## config.mk

```make
export PLATFORM = sky130hd
export DESIGN_NAME = reg_writeback
export DESIGN_NICKNAME = d
export VERILOG_FILES = /design/src/rtl/reg_writeback.sv
export SDC_FILE = /design/constraint.sdc
export NUM_CORES = 1
export LEC_CHECK = 0
export BUFFER_PORTS_ARGS = -buffer_cell sky130_fd_sc_hd__buf_2
export CORE_MARGIN = 4
export CORE_UTILIZATION = 60
export CTS_BUF_LIST = sky130_fd_sc_hd__clkbuf_8 sky130_fd_sc_hd__clkbuf_16
export DETAILED_ROUTE_END_ITERATION = 10
export HOLD_SLACK_MARGIN = 0.15
export PLACE_DENSITY = 0.84
export RECOVER_POWER = 25
export SYNTH_ARGS = -nofsm -noshare
export SYNTH_HDL_FRONTEND = slang
export SYNTH_SLANG_ARGS = --single-unit
```

## constraint.sdc

```tcl
create_clock -name clk -period 5.3 [get_ports clk]
set_input_delay 1.06 -clock clk [delete_from_list [all_inputs] [get_ports clk]]
set_output_delay 1.06 -clock clk [all_outputs]
set_load 0.01 [all_outputs]
```

## src/rtl/reg_writeback.sv

```systemverilog
// rtl/reg_writeback.sv - register bank write-port drain FIFO with pending-write scoreboard (optional FORWARD_EN)
module reg_writeback #(
  parameter int WIDTH      = 8,
  parameter int ADD_WIDTH  = 5,
  parameter int DEPTH      = 15,
  parameter int FIFO_DEPTH = 4
) (
  input  logic                 clk,
  input  logic                 rst,
  input  logic                 res_valid,
  output logic                 res_ready,
  input  logic [ADD_WIDTH-1:0] res_reg,
  input  logic [WIDTH-1:0]     res_data,
  input  logic                 wb_hold,
  output logic                 w_en,
  output logic [ADD_WIDTH-1:0] w_reg,
  output logic [WIDTH-1:0]     w_data,
  input  logic [ADD_WIDTH-1:0] chk_reg1,
  input  logic [ADD_WIDTH-1:0] chk_reg2,
  output logic                 pend1,
  output logic                 pend2,
  output logic [WIDTH-1:0]     fwd_data1,
  output logic [WIDTH-1:0]     fwd_data2
);

  localparam int PTR_W = (FIFO_DEPTH > 1) ? $clog2(FIFO_DEPTH) : 1;
  localparam int CNT_W = PTR_W + 1;
  localparam logic [CNT_W-1:0]   FULL_CNT = CNT_W'(FIFO_DEPTH);
  localparam logic [ADD_WIDTH:0] DEPTH_L  = (ADD_WIDTH+1)'(DEPTH);

  // Buffer storage and bookkeeping
  logic [ADD_WIDTH-1:0] reg_mem_q  [FIFO_DEPTH];
  logic [WIDTH-1:0]     data_mem_q [FIFO_DEPTH];
  logic [PTR_W-1:0]     rd_ptr_q, rd_ptr_d;
  logic [PTR_W-1:0]     wr_ptr_q, wr_ptr_d;
  logic [CNT_W-1:0]     count_q, count_d;
  logic                 w_en_q, w_en_d;
  logic [ADD_WIDTH-1:0] w_reg_q, w_reg_d;
  logic [WIDTH-1:0]     w_data_q, w_data_d;

  logic accept;
  logic in_range;
  logic push;
  logic pop;

  // Acceptance is decided from count alone, so a same-edge pop never frees room for a push
  assign res_ready = (count_q != FULL_CNT);
  assign accept    = res_valid & res_ready;
  // Register 0 is hardwired and addresses at or above DEPTH do not exist: consume but drop
  assign in_range  = (res_reg != '0) && ({1'b0, res_reg} < DEPTH_L);
  assign push      = accept & in_range;
  assign pop       = (count_q != '0) & ~wb_hold;

  assign w_en   = w_en_q;
  assign w_reg  = w_reg_q;
  assign w_data = w_data_q;

`ifdef FORWARD_EN
  // Oldest-to-youngest walk so the last hit wins: in-flight write first, then FIFO head to tail
  function automatic logic [WIDTH:0] scan(input logic [ADD_WIDTH-1:0] chk);
    logic             hit;
    logic [WIDTH-1:0] d;
    logic [PTR_W-1:0] idx;
    hit = 1'b0;
    d   = '0;
    if (w_en_q && (w_reg_q == chk)) begin
      hit = 1'b1;
      d   = w_data_q;
    end
    for (int k = 0; k < FIFO_DEPTH; k++) begin
      idx = rd_ptr_q + PTR_W'(k);
      if ((CNT_W'(k) < count_q) && (reg_mem_q[idx] == chk)) begin
        hit = 1'b1;
        d   = data_mem_q[idx];
      end
    end
    if (chk == '0) begin
      hit = 1'b0;
      d   = '0;
    end
    return {hit, d};
  endfunction
`else
  // Presence-only match: any valid FIFO entry or the in-flight write
  function automatic logic [WIDTH:0] scan(input logic [ADD_WIDTH-1:0] chk);
    logic             hit;
    logic [PTR_W-1:0] idx;
    hit = w_en_q && (w_reg_q == chk);
    for (int k = 0; k < FIFO_DEPTH; k++) begin
      idx = rd_ptr_q + PTR_W'(k);
      if ((CNT_W'(k) < count_q) && (reg_mem_q[idx] == chk)) begin
        hit = 1'b1;
      end
    end
    if (chk == '0) begin
      hit = 1'b0;
    end
    return {hit, {WIDTH{1'b0}}};
  endfunction
`endif

  // Scoreboard lookup for decode read port 1
  always_comb begin
    {pend1, fwd_data1} = scan(chk_reg1);
  end

  // Scoreboard lookup for decode read port 2
  always_comb begin
    {pend2, fwd_data2} = scan(chk_reg2);
  end

  // Next-state for pointers, occupancy and the registered write port
  always_comb begin
    rd_ptr_d = rd_ptr_q;
    wr_ptr_d = wr_ptr_q;
    count_d  = count_q;
    w_en_d   = 1'b0;
    w_reg_d  = w_reg_q;
    w_data_d = w_data_q;
    if (pop) begin
      rd_ptr_d = rd_ptr_q + 1'b1;
      w_en_d   = 1'b1;
      w_reg_d  = reg_mem_q[rd_ptr_q];
      w_data_d = data_mem_q[rd_ptr_q];
    end
    if (push) begin
      wr_ptr_d = wr_ptr_q + 1'b1;
    end
    case ({push, pop})
      2'b10:   count_d = count_q + 1'b1;
      2'b01:   count_d = count_q - 1'b1;
      default: count_d = count_q;
    endcase
  end

  // State registers; reset discards everything buffered or in flight
  always_ff @(posedge clk or posedge rst) begin
    if (rst) begin
      rd_ptr_q <= '0;
      wr_ptr_q <= '0;
      count_q  <= '0;
      w_en_q   <= 1'b0;
      w_reg_q  <= '0;
      w_data_q <= '0;
    end else begin
      rd_ptr_q <= rd_ptr_d;
      wr_ptr_q <= wr_ptr_d;
      count_q  <= count_d;
      w_en_q   <= w_en_d;
      w_reg_q  <= w_reg_d;
      w_data_q <= w_data_d;
    end
  end

  // Entry storage; contents are only observed when covered by count
  always_ff @(posedge clk or posedge rst) begin
    if (rst) begin
      for (int i = 0; i < FIFO_DEPTH; i++) begin
        reg_mem_q[i]  <= '0;
        data_mem_q[i] <= '0;
      end
    end else if (push) begin
      reg_mem_q[wr_ptr_q]  <= res_reg;
      data_mem_q[wr_ptr_q] <= res_data;
    end
  end

endmodule

```

Word level (Yosys, flattened, before mapping)
Cells that the tools add are included.
{"block": "word_totals", "reg_bits": 73, "inputBits": 27}
{"block": "op_classes", "bitwise": 9, "order_cmp": 11, "reduce_logical": 17, "n_mux": 33, "add_sub_neg": 6, "eq_ne": 13}
{"cell": "$eq A5 B5 Y1", "count": 10}
{"cell": "$mux W5", "count": 9}
{"cell": "$bmux W5 S2", "count": 4}
{"cell": "$bwmux W32", "count": 1}
{"cell": "$mux W8", "count": 3}
{"cell": "$bwmux W20", "count": 1}
{"cell": "$bmux W8 S2", "count": 1}
{"cell": "$demux W8 S2", "count": 1}
{"cell": "$ge A3 B3 Y1 const B", "count": 5}
{"cell": "$not A2 Y3", "count": 5}
{"cell": "$logic_and A1 B1 Y1", "count": 12}
{"cell": "$mux W1", "count": 11}
{"cell": "$demux W5 S2", "count": 1}
{"cell": "$logic_not A5 Y1", "count": 2}
{"cell": "$lt A1 B3 Y1 const A", "count": 2}
{"cell": "$lt A2 B3 Y1 const A", "count": 2}
{"cell": "$pmux W3 S2", "count": 1}
{"cell": "$lt A5 B4 Y1 const B", "count": 1}
{"cell": "$reduce_bool A5 Y1", "count": 1}
{"cell": "$add A2 B1 Y2 const B", "count": 2}
{"cell": "$add A2 B2 Y2 const B", "count": 2}
{"cell": "$add A3 B1 Y3 const B", "count": 1}
{"cell": "$and A1 B1 Y1", "count": 3}
{"cell": "$lt A3 B1 Y1 const B", "count": 1}
{"cell": "other kinds (7)", "count": 7}

Longest topological paths before layout
Gate-level depths: netlist of the first run.
{"block": "depth", "word_depth": 11, "depth_mapped": 10, "mapped_depth_nobuf": 10}

Worst setup path after synthesis of the first run
Ideal clock, no wire load.
{"block": "synth_path", "path_type": "input port to output port", "from": "in chk_reg2[1]", "to": "out pend2", "t_arrival_ns": 2.289, "cell_stages": 7, "n_path_buf": 1, "setup_slack_ns": 1.951, "cell_sequence": "clkbuf_1 > inv_1 > a221oi_1 > nor2_1 > nor4_1 > a211o_1 > o22a_1"}
{"block": "synth_between", "elab_chain_cells": 7, "elab_cells_between_ends": 16}
{"item": "start, declared", "line_no": "19", "rtl": "input logic [ADD_WIDTH-1:0] chk_reg2,"}
{"item": "$eq A5 B5 Y1 (on tied branches)", "line_no": "88, 91"}
{"item": "$logic_and A1 B1 Y1 (on tied branches)", "line_no": "88, 91"}
{"item": "$mux W1 (4 in series)", "line_no": "91", "rtl": "if ((CNT_W'(k) < count_q) && (reg_mem_q[idx] == chk)) begin"}
{"item": "$mux W1 (*)", "line_no": "95", "rtl": "if (chk == '0) begin"}
{"item": "end, declared", "line_no": "21", "rtl": "output logic pend2,"}
Every way passes the cells marked *; elsewhere a longest branch is shown, timed or not.

Worst setup path after layout of the first run
{"block": "layout_path", "from": "reg rd_ptr_q[0]", "to": "out pend2"}
{"block": "layout_between", "elab_chain_cells": 11, "elab_cells_between_ends": 32}
{"item": "start, declared", "line_no": "34", "rtl": "logic [PTR_W-1:0] rd_ptr_q, rd_ptr_d;"}
{"item": "start signal, assigned", "line_no": "146", "rtl": "rd_ptr_q <= rd_ptr_d;"}
{"item": "$add A2 B1 Y2 or $not A2 Y3 (tied branches)", "line_no": "90, 91"}
{"item": "$not A2 Y3 (implied by the code) or $bmux W5 S2 (tied branches)", "line_no": "91"}
{"item": "$bmux W5 S2 or $mux W5 (tied branches)", "line_no": "91"}
{"item": "$mux W5 (implied by the code)", "line_no": "91"}
{"item": "$mux W5 (implied by the code) or $eq A5 B5 Y1 (tied branches)", "line_no": "91"}
{"item": "$eq A5 B5 Y1 or $logic_and A1 B1 Y1 (tied branches)", "line_no": "91"}
{"item": "$logic_and A1 B1 Y1 or $mux W1 (tied branches)", "line_no": "91"}
{"item": "$mux W1 (2 in series)", "line_no": "91"}
{"item": "$mux W1 (*)", "line_no": "91"}
{"item": "$mux W1 (*)", "line_no": "95"}
Every way passes the cells marked *; elsewhere a longest branch is shown, timed or not. The select of a mux whose other input is x is not followed.

==> out/summary.txt, run 1 <==
Post-Syn Area - 4570 um^2
Yosys warning total - 0
commonest non-fill, non-tap cell in the layout - dfrtp_1
H-Tree Depth - 3
status - finished clean
Placeable Area - 7330 um^2
HP Class - flip-flop to flip-flop
Setup Skew - 11.3 ps
die footprint - 9080 um^2
Initial Util - 62.4%
Worst Path Max Fanout - 17
FF-to-FF Start - count_q[0]
Setup WS post-layout - 1060 ps
Worst EP required - 4240 ps
Largest register FFs - 32
post-synth cell types - 37
Die Wd - 95.3 um
Synth top area share - 40.0%
drt via density - 5.85
switching share of power - 37.3%
Gate power share - 48.5%
initial drt markers - 136
WS Path Type - flip-flop to output pin
CP Capture Type - output pin
# rows - 31
DR WL/cell - 18.2 um
sequential power share - 35.5%
largest net degree at the start of global routing - 74
Seq cells post-synth - 73
share of layout cells above drive strength 1 - 35.1%
Final Hold Vio Count - 0
Post-synth top flop - dfrtp_1
P_leak - 2.22 nW
drt total wl - 9.03 mm
area leader, netlist - dfrtp_1
io pins - 60
top cells by area, synth - dfrtp_1 (40%), mux2_2 (16%), xnor2_1 (6.5%), mux4_2 (5.9%), mux4_1 (5.7%)
Final Max Slew Viols - 0
Crit. Startpoint - rd_ptr_q[0]
Die H - 95.3 um
Pint - 1.90 mW
Clk pwr share - 16.0%
max-cap violation count - 0
Via Count - 2,895
Nets - 427
RSZ-0062 raised after global routing - false
total gr overflow - 0
Fin Setup TNS - 0 ps
FF-to-FF setup slack - 2750 ps
CTS tree - done
All-Layer GR Usage - 21.4%
most frequent cells in the layout - dfrtp_1 (73), mux2_2 (63), buf_2 (43)
Period Utilization, post-route - 80.0%
Routed Antenna Nets - 0
Gates resized, CTS repair - 0
clock sinks - 73
clock buffer count from CTS - 9
Power Density - 614 nW/um^2
Mapped Avg Cell Area - 12.7 um^2
sequential share of the synthesized area - 40.0%
Final Critical Period - 4240 ps
Worst Setup Start Kind - flip-flop
placed wire-length estimate - 6.37 mm
post-CTS setup buffers - 0
asr flop ratio synth - 100%
TritonRoute pass-1 iters - 5
CTS max path bufs - 2
Clk pin slew, worst setup/hold paths - 80 ps
final setup vio count - 0
clk root buf - clkbuf_8
Relative slew margins - 21.5%
PortBufs - 43
# DRC - 0
initial antenna violation count - 1
slew at the pin closest to its max-slew limit - 1180 ps
Peak Freq - 0.236 GHz
RePlAce Congestion - 0.905
switching power - 1.13 mW
worst-skew pair later-pin latency - 350 ps
count of hold-fix buffers inserted at cts - 0
antenna cells - 0
largest register by flop count - data_mem_q
Mapped Cells - 359
vias in the first global route - 2,945
maximum vdd drop - 433 uV
HP Start - w_data[0]
Arr. time, crit path - 3180 ps
pre-CTS setup slack - 1430 ps
Post-synth EDFFs - 0
first-pass GRT wire length - 14.7 mm
synthesis-to-layout area growth - 7.94%
-- critical path, stage by stage, from the launching register on --
cell	delay [ps]
dfrtp_1	910
buf_4	390
mux4_1	600
xnor2_1	150
nand4_1	90
nor3_1	50
a211o_1	280
o22a_1	210
buf_2	130
-- logic make-up (layout without fill, tap and decap cells) --
logic type      Yosys count  in the layout  share of synthesized area, %
simple gates             41             41                          4.71
flops                    73             73                          40.0
compound gates           20             20                          2.87
mux                     105            105                          31.6
buf+inv                  51             73                          6.98
fa+ha+maj                 9              9                          2.46
xor+xnor                 59             59                          11.3
other cells               1             16                        0.0820
-- power by group through the flow --
stage               clock (mW)  combinational (mW)  sequential, mW
finish                   0.483                1.47            1.08
global route             0.516                1.60            1.11
CTS                      0.493                1.48            1.07
detailed placement           0                1.47            1.08
global placement             0                1.42            1.05
floorplan                    0                1.28           0.986
-- metal layers --
layer / wire [um] / GRT usage [%] / up-vias
li1: - / - / 1332
met1: 3980 / 29.3 / 1457
met2: 4400 / 35.0 / 90
met3: 486 / 3.95 / 14
met4: 144 / 6.01 / 2
met5: 13 / 0 / -
-- stage by stage --
| step | power, mW | area (um^2) | hold WS [ps] | util, % | instances |
|---|---|---|---|---|---|
| 2_1_floorplan | 2.26 | 4630 | 474 | - | 374 |
| 3_5_place_dp | 2.55 | 4720 | 490 | 64.3 | 479 |
| 4_1_cts | 3.04 | 4930 | 507 | 67.3 | 495 |
| 3_3_place_gp | 2.47 | 4720 | 483 | 64.3 | 479 |
| 5_1_grt | 3.23 | 4930 | 513 | 67.3 | 495 |
| 6_report | 3.03 | 4930 | 507 | 67.3 | 495 |
-- cells in the mapped netlist (4+ instances only) --
cell type and number:
nand3_1 6, inv_1 10, mux2i_1 19, nor4_1 5
and2_1 4, nand4_1 5, clkbuf_1 8, xnor2_1 34
nor2_1 4, o21ai_0 4, a21oi_1 6, mux2_2 63
mux4_1 10, ha_1 9, nand2_1 9, xor2_1 25
buf_4 18, dfrtp_1 73, mux4_2 12, buf_2 8
nor3_1 5
-- final timing paths --
| path | end | depth (start not counted) |
|---|---|---|
| min reg2reg | w_data[0] | 1 |
| min | w_data[0] | 1 |
| max in group asynchronous | w_reg[0] | 3 |
| max | pend2 | 8 |
| max reg2reg | count_q[2] | 7 |
| min in group asynchronous | w_data[2] | 3 |
-- layout make-up --
cell class              count  area (um^2)
clock buffers               9          124
clock inverters             7         95.1
fillers                   546         2400
inverters                  11         41.3
multi-input cells         250         2490
flip-flops and latches     73         1830
well taps                  99          124
repair buffers             46          238
No activity file was read; power rests on OpenSTA's default activity.
==> run 2: changes to the inputs <==
- CORE_UTILIZATION: 60 -> 53
- PLACE_DENSITY: 0.84 -> 0.79
- clock period: 5.3 -> 3.7 ns (I/O delays scaled with it)
==> run 2 against run 1 <==
  * Global-route usage is 1.7 points lower
  * Via count is 0.31% higher
  * Largest cell class unchanged
  * Register-to-register slack worse by 1600 ps
  * Critical path depth stayed put
  * Sequential share of layout area is 0.12 points lower
  * Die area is 12% higher
  * Clock power is 32% higher
  * Clock skew hardly changed
==> out/summary.txt, run 2 (synthesis gave the netlist of run 1 again) <==
Clk pin slew, worst setup/hold paths - 80 ps
Worst Setup Start Kind - flip-flop
switching power - 1.62 mW
Via Count - 2,904
largest register by flop count - data_mem_q
Arr. time, crit path - 2660 ps
sequential power share - 35.2%
Setup Skew - 11.2 ps
CTS tree - done
switching share of power - 37.5%
Relative slew margins - 21.9%
HP Start - data_mem_q[14]
clock buffer count from CTS - 9
io pins - 60
Die H - 101 um
met2 GRT Util - 31.5%
DR WL/cell - 18.4 um
Gates resized, CTS repair - 0
Setup WS post-layout - 303 ps
final setup vio count - 0
overall power consumption - 4.31 mW
status - finished clean
CTS max path bufs - 2
GRT met1 Usage - 26.5%
clock sinks - 73
Gate power share - 50.1%
Final Critical Period - 3400 ps
placed wire-length estimate - 6.90 mm
CP Capture Type - output pin
Hold Crit Endpoint - data_mem_q[14]
count of hold-fix buffers inserted at cts - 0
Final Hold Vio Count - 0
drt total wl - 9.30 mm
PortBufs - 43
Power Density - 869 nW/um^2
Final Max Slew Viols - 0
antenna cells - 0
drt via density - 5.75
Fin Setup TNS - 0 ps
GR Util met3 - 5.12%
Fillers - 663
P_leak - 2.23 nW
Die Wd - 101 um
maximum vdd drop - 608 uV
RePlAce Congestion - 0.928
WS Path Type - flip-flop to output pin
Initial Util - 55.1%
# DRC - 0
largest net degree at the start of global routing - 50
Pint - 2.69 mW
Clk pwr share - 14.8%
reg2reg end - reg_mem_q[1]
Peak Freq - 0.294 GHz
initial drt markers - 170
WHS Path Cells - 1
R2R cell count - 7
Worst EP required - 2960 ps
worst-skew pair later-pin latency - 340 ps
Worst Path Max Fanout - 19
# rows - 33
Hold WS - 507 ps
Routed Antenna Nets - 0
Most Used Layer, Global Route - met2
slew at the pin closest to its max-slew limit - 1170 ps
clk root buf - clkbuf_8
max-cap violation count - 0
share of layout cells above drive strength 1 - 36.3%
Nets - 431
initial antenna violation count - 0
FF-to-FF Start - count_q[0]
Placeable Area - 8300 um^2
FF-to-FF setup slack - 1110 ps
Largest register FFs - 32
RSZ-0062 raised after global routing - false
die footprint - 10,200 um^2
H-Tree Depth - 3
TritonRoute pass-1 iters - 4
synthesis-to-layout area growth - 8.37%
All-Layer GR Usage - 19.7%
Period Utilization, post-route - 91.8%
pre-CTS setup slack - 466 ps
post-CTS setup buffers - 0
total gr overflow - 0
first-pass GRT wire length - 15.4 mm
HP Class - flip-flop to flip-flop
vias in the first global route - 3,030
most frequent cells in the layout - dfrtp_1 (72), mux2_2 (63), buf_2 (43)
commonest non-fill, non-tap cell in the layout - dfrtp_1
==> run 2: area by class of cell <==
cell class	count	area, um^2	share of cell area, %
multi-input cells	250	2490	50.2
repair buffers	50	265	5.35
flip-flops and latches	73	1830	36.9
clock buffers	10	138	2.78
well taps	105	131	2.65
clock inverters	6	65.1	1.31
inverters	11	41.3	0.833
==> run 2: power groups by stage <==
stage	logic, mW	registers (mW)	clock network [mW]
after floorplan	1.83	1.41	0
after detailed placement	2.16	1.53	0
after global routing	2.34	1.58	0.693
after CTS	2.17	1.51	0.652
final	2.16	1.51	0.637
after global placement	2.10	1.49	0
==> run 2: how the worst max path moves through the flow <==
stage / from / endpoint / slack, ps / depth (start not counted)
5_1_grt: rd_ptr_q[1] / pend2 / 80 / 8
3_3_place_gp: rd_ptr_q[0] / pend1 / 500 / 6
4_1_cts: rd_ptr_q[0] / pend2 / 90 / 7
6_report: rd_ptr_q[1] / pend1 / 300 / 8
2_1_floorplan: chk_reg2[1] / pend2 / 990 / 7
3_5_place_dp: rd_ptr_q[0] / pend2 / 470 / 7
==> run 2: critical path: stages (launching register included) <==
cell and delay [ps]:
dfrtp_1 480, buf_4 320, mux2i_1 450, mux2i_2 160
xor2_1 170, nor4_1 310, a211oi_1 150, a21oi_1 130
buf_2 140
==> run 2: layer usage <==
| metal | up-vias | part of all wire [%] |
|---|---|---|
| li1 | 1335 | - |
| met4 | 0 | 1.8 |
| met1 | 1468 | 45 |
| met3 | 11 | 6.2 |
| met5 | - | 0 |
| met2 | 90 | 47 |
==> run 2: through the flow <==
| stage | utilization [%] | instance area [um^2] | instances |
|---|---|---|---|
| final | 59.7 | 4950 | 505 |
| after global routing | 59.7 | 4950 | 505 |
| after CTS | 59.7 | 4960 | 505 |
| after detailed placement | 57.3 | 4750 | 489 |
| after global placement | 57.3 | 4750 | 489 |
| after floorplan | - | 4630 | 374 |
==> run 3: changes to the inputs <==
- clock period: 3.7 -> 2.9 ns (I/O delays scaled with it)
==> run 3 against run 2 <==
  * The run now ends with negative setup slack left
  * Worst hold slack got worse by 54 ps
  * Combinational power rose by 49%
  * Global-route usage rose by 0.19 points
==> out/summary.txt, run 3 (synthesis gave the netlist of run 1 again) <==
Initial Util - 55.1%
count of hold-fix buffers inserted at cts - 0
CP top delay family - multiplexers
CP Capture Type - output pin
initial drt markers - 98
Final Max Slew Viols - 0
CP max stage cell - mux4_1
slew at the pin closest to its max-slew limit - 1100 ps
largest stage delay on the critical path - 640 ps
failing checks - negative setup slack
clk root buf - clkbuf_8
status - finished with violations
Nets - 449
RSZ-0062 raised after global routing - true
most frequent cells in the layout - dfrtp_1 (71), mux2_2 (63), buf_2 (43)
io pins - 60
Crit. path cell count - 8
Arr. time, crit path - 2430 ps
final setup vio count - 2
worst-skew pair later-pin latency - 350 ps
R2R cell count - 10
# DRC - 0
CP cell instances - buf_4 -> mux4_1 -> xnor2_1 -> nand4_1 -> nor3_2 -> a211o_1 -> o22a_1 -> buf_2
die footprint - 10,200 um^2
drt via density - 5.64
TritonRoute pass-1 iters - 4
Final Hold Vio Count - 0
All-Layer GR Usage - 19.9%
Setup Skew - 14.5 ps
crit path buf inv count - 2
clock sinks - 73
CTS max path bufs - 2
Die H - 101 um
total gr overflow - 0
Largest register FFs - 32
initial antenna violation count - 0
largest register by flop count - data_mem_q
Power Density - 1160 nW/um^2
maximum vdd drop - 599 uV
Final Critical Period - 3010 ps
Placeable Area - 8300 um^2
Worst Setup Start Kind - flip-flop
synthesis-to-layout area growth - 14.3%
max-cap violation count - 0
first-pass GRT wire length - 15.7 mm
Peak Freq - 0.332 GHz
PortBufs - 43
antenna cells - 0
clock buffer count from CTS - 9
Clk pin slew, worst setup/hold paths - 80 ps
Via Count - 2,948
Fin Setup TNS - -131 ps
H-Tree Depth - 3
pre-CTS setup slack - 207 ps
RePlAce Congestion - 0.943
Die Wd - 101 um
DR WL/cell - 18.2 um
WHS Path Cells - 2
commonest non-fill, non-tap cell in the layout - dfrtp_1
Register Area - 1830 um^2
Multi-input gate area - 2520 um^2
placed wire-length estimate - 6.61 mm
Period Utilization, post-route - 104%
share of layout cells above drive strength 1 - 44.3%
CTS tree - done
vias in the first global route - 3,079
WS Path Type - flip-flop to output pin
Setup WS post-layout - -110 ps
drt total wl - 9.53 mm
overall power consumption - 6.05 mW
Worst Path Max Fanout - 3
P_leak - 2.31 nW
Worst EP required - 2320 ps
Routed Antenna Nets - 0
largest net degree at the start of global routing - 46
# rows - 33
Fillers - 664
Relative slew margins - 26.7%
HP Class - primary input to flip-flop
-- run 3: cell count changes in the layout (fill, tap and decap cells not counted), moves of 3 or more --
cell | previous run | this run
mux2i_1 | 19 | 13
mux2i_2 | 1 | 6
buf_4 | 6 | 17
nor3_1 | 5 | 2
buf_6 | 0 | 3
mux4_1 | 10 | 1
nor3_2 | 0 | 3
mux4_2 | 12 | 21
-- run 3: path summary, 6_finish.rpt --
path	start	end	slack, ps
worst max-delay path	rd_ptr_q[1]	pend2	-110
worst min-delay path	wb_hold	w_en	450
worst max register to register	count_q[0]	count_q[2]	650
worst min register to register	data_mem_q[29]	data_mem_q[29]	500
max in group asynchronous	rst	rd_ptr_q[1]	690
min in group asynchronous	rst	reg_mem_q[15]	490
-- run 3: through the flow --
| stage | instances | utilization (%) | cell area, um^2 | hold slack, ps |
|---|---|---|---|---|
| 3_5_place_dp | 494 | 58.2 | 4830 | 488 |
| 6_report | 523 | 63.0 | 5230 | 453 |
| 4_1_cts | 518 | 62.3 | 5170 | 329 |
| 5_1_grt | 523 | 63.0 | 5230 | 448 |
| 3_3_place_gp | 494 | 58.2 | 4830 | 482 |
| 2_1_floorplan | 374 | - | 4630 | 474 |
-- run 3: area by class of cell --
cell class,count,area share [%]
Multi-Input combinational cell,250,48.2
Sequential cell,73,35.0
Timing Repair Buffer,68,8.88
Clock buffer,11,2.90
Tap cell,105,2.51
Clock inverter,5,1.65
Inverter,11,0.838
-- run 3: power by group --
part / internal [mW] / switching, mW / leakage (nW) / total [mW]
clock: 0.537 / 0.386 / 0.120 / 0.923
combinational: 1.82 / 1.40 / 1.30 / 3.22
sequential: 1.50 / 0.415 / 0.892 / 1.91
-- run 3: layer usage --
layer | part of all wire [%] | GRT usage (%)
met5 | 0 | 0
met4 | 1.9 | 6.11
met3 | 5.8 | 4.36
met2 | 49 | 33.2
met1 | 43 | 26.0
-- run 3: timing repair --
item | 4_1_cts | 5_1_grt
cloned | 2 | 0
endpoints found under the hold margin | 0 | 0
pin swaps | 3 | 7
resized for setup | 16 | 17
setup endpoints to repair | 2 | 2
buffers inserted | 6 | 6
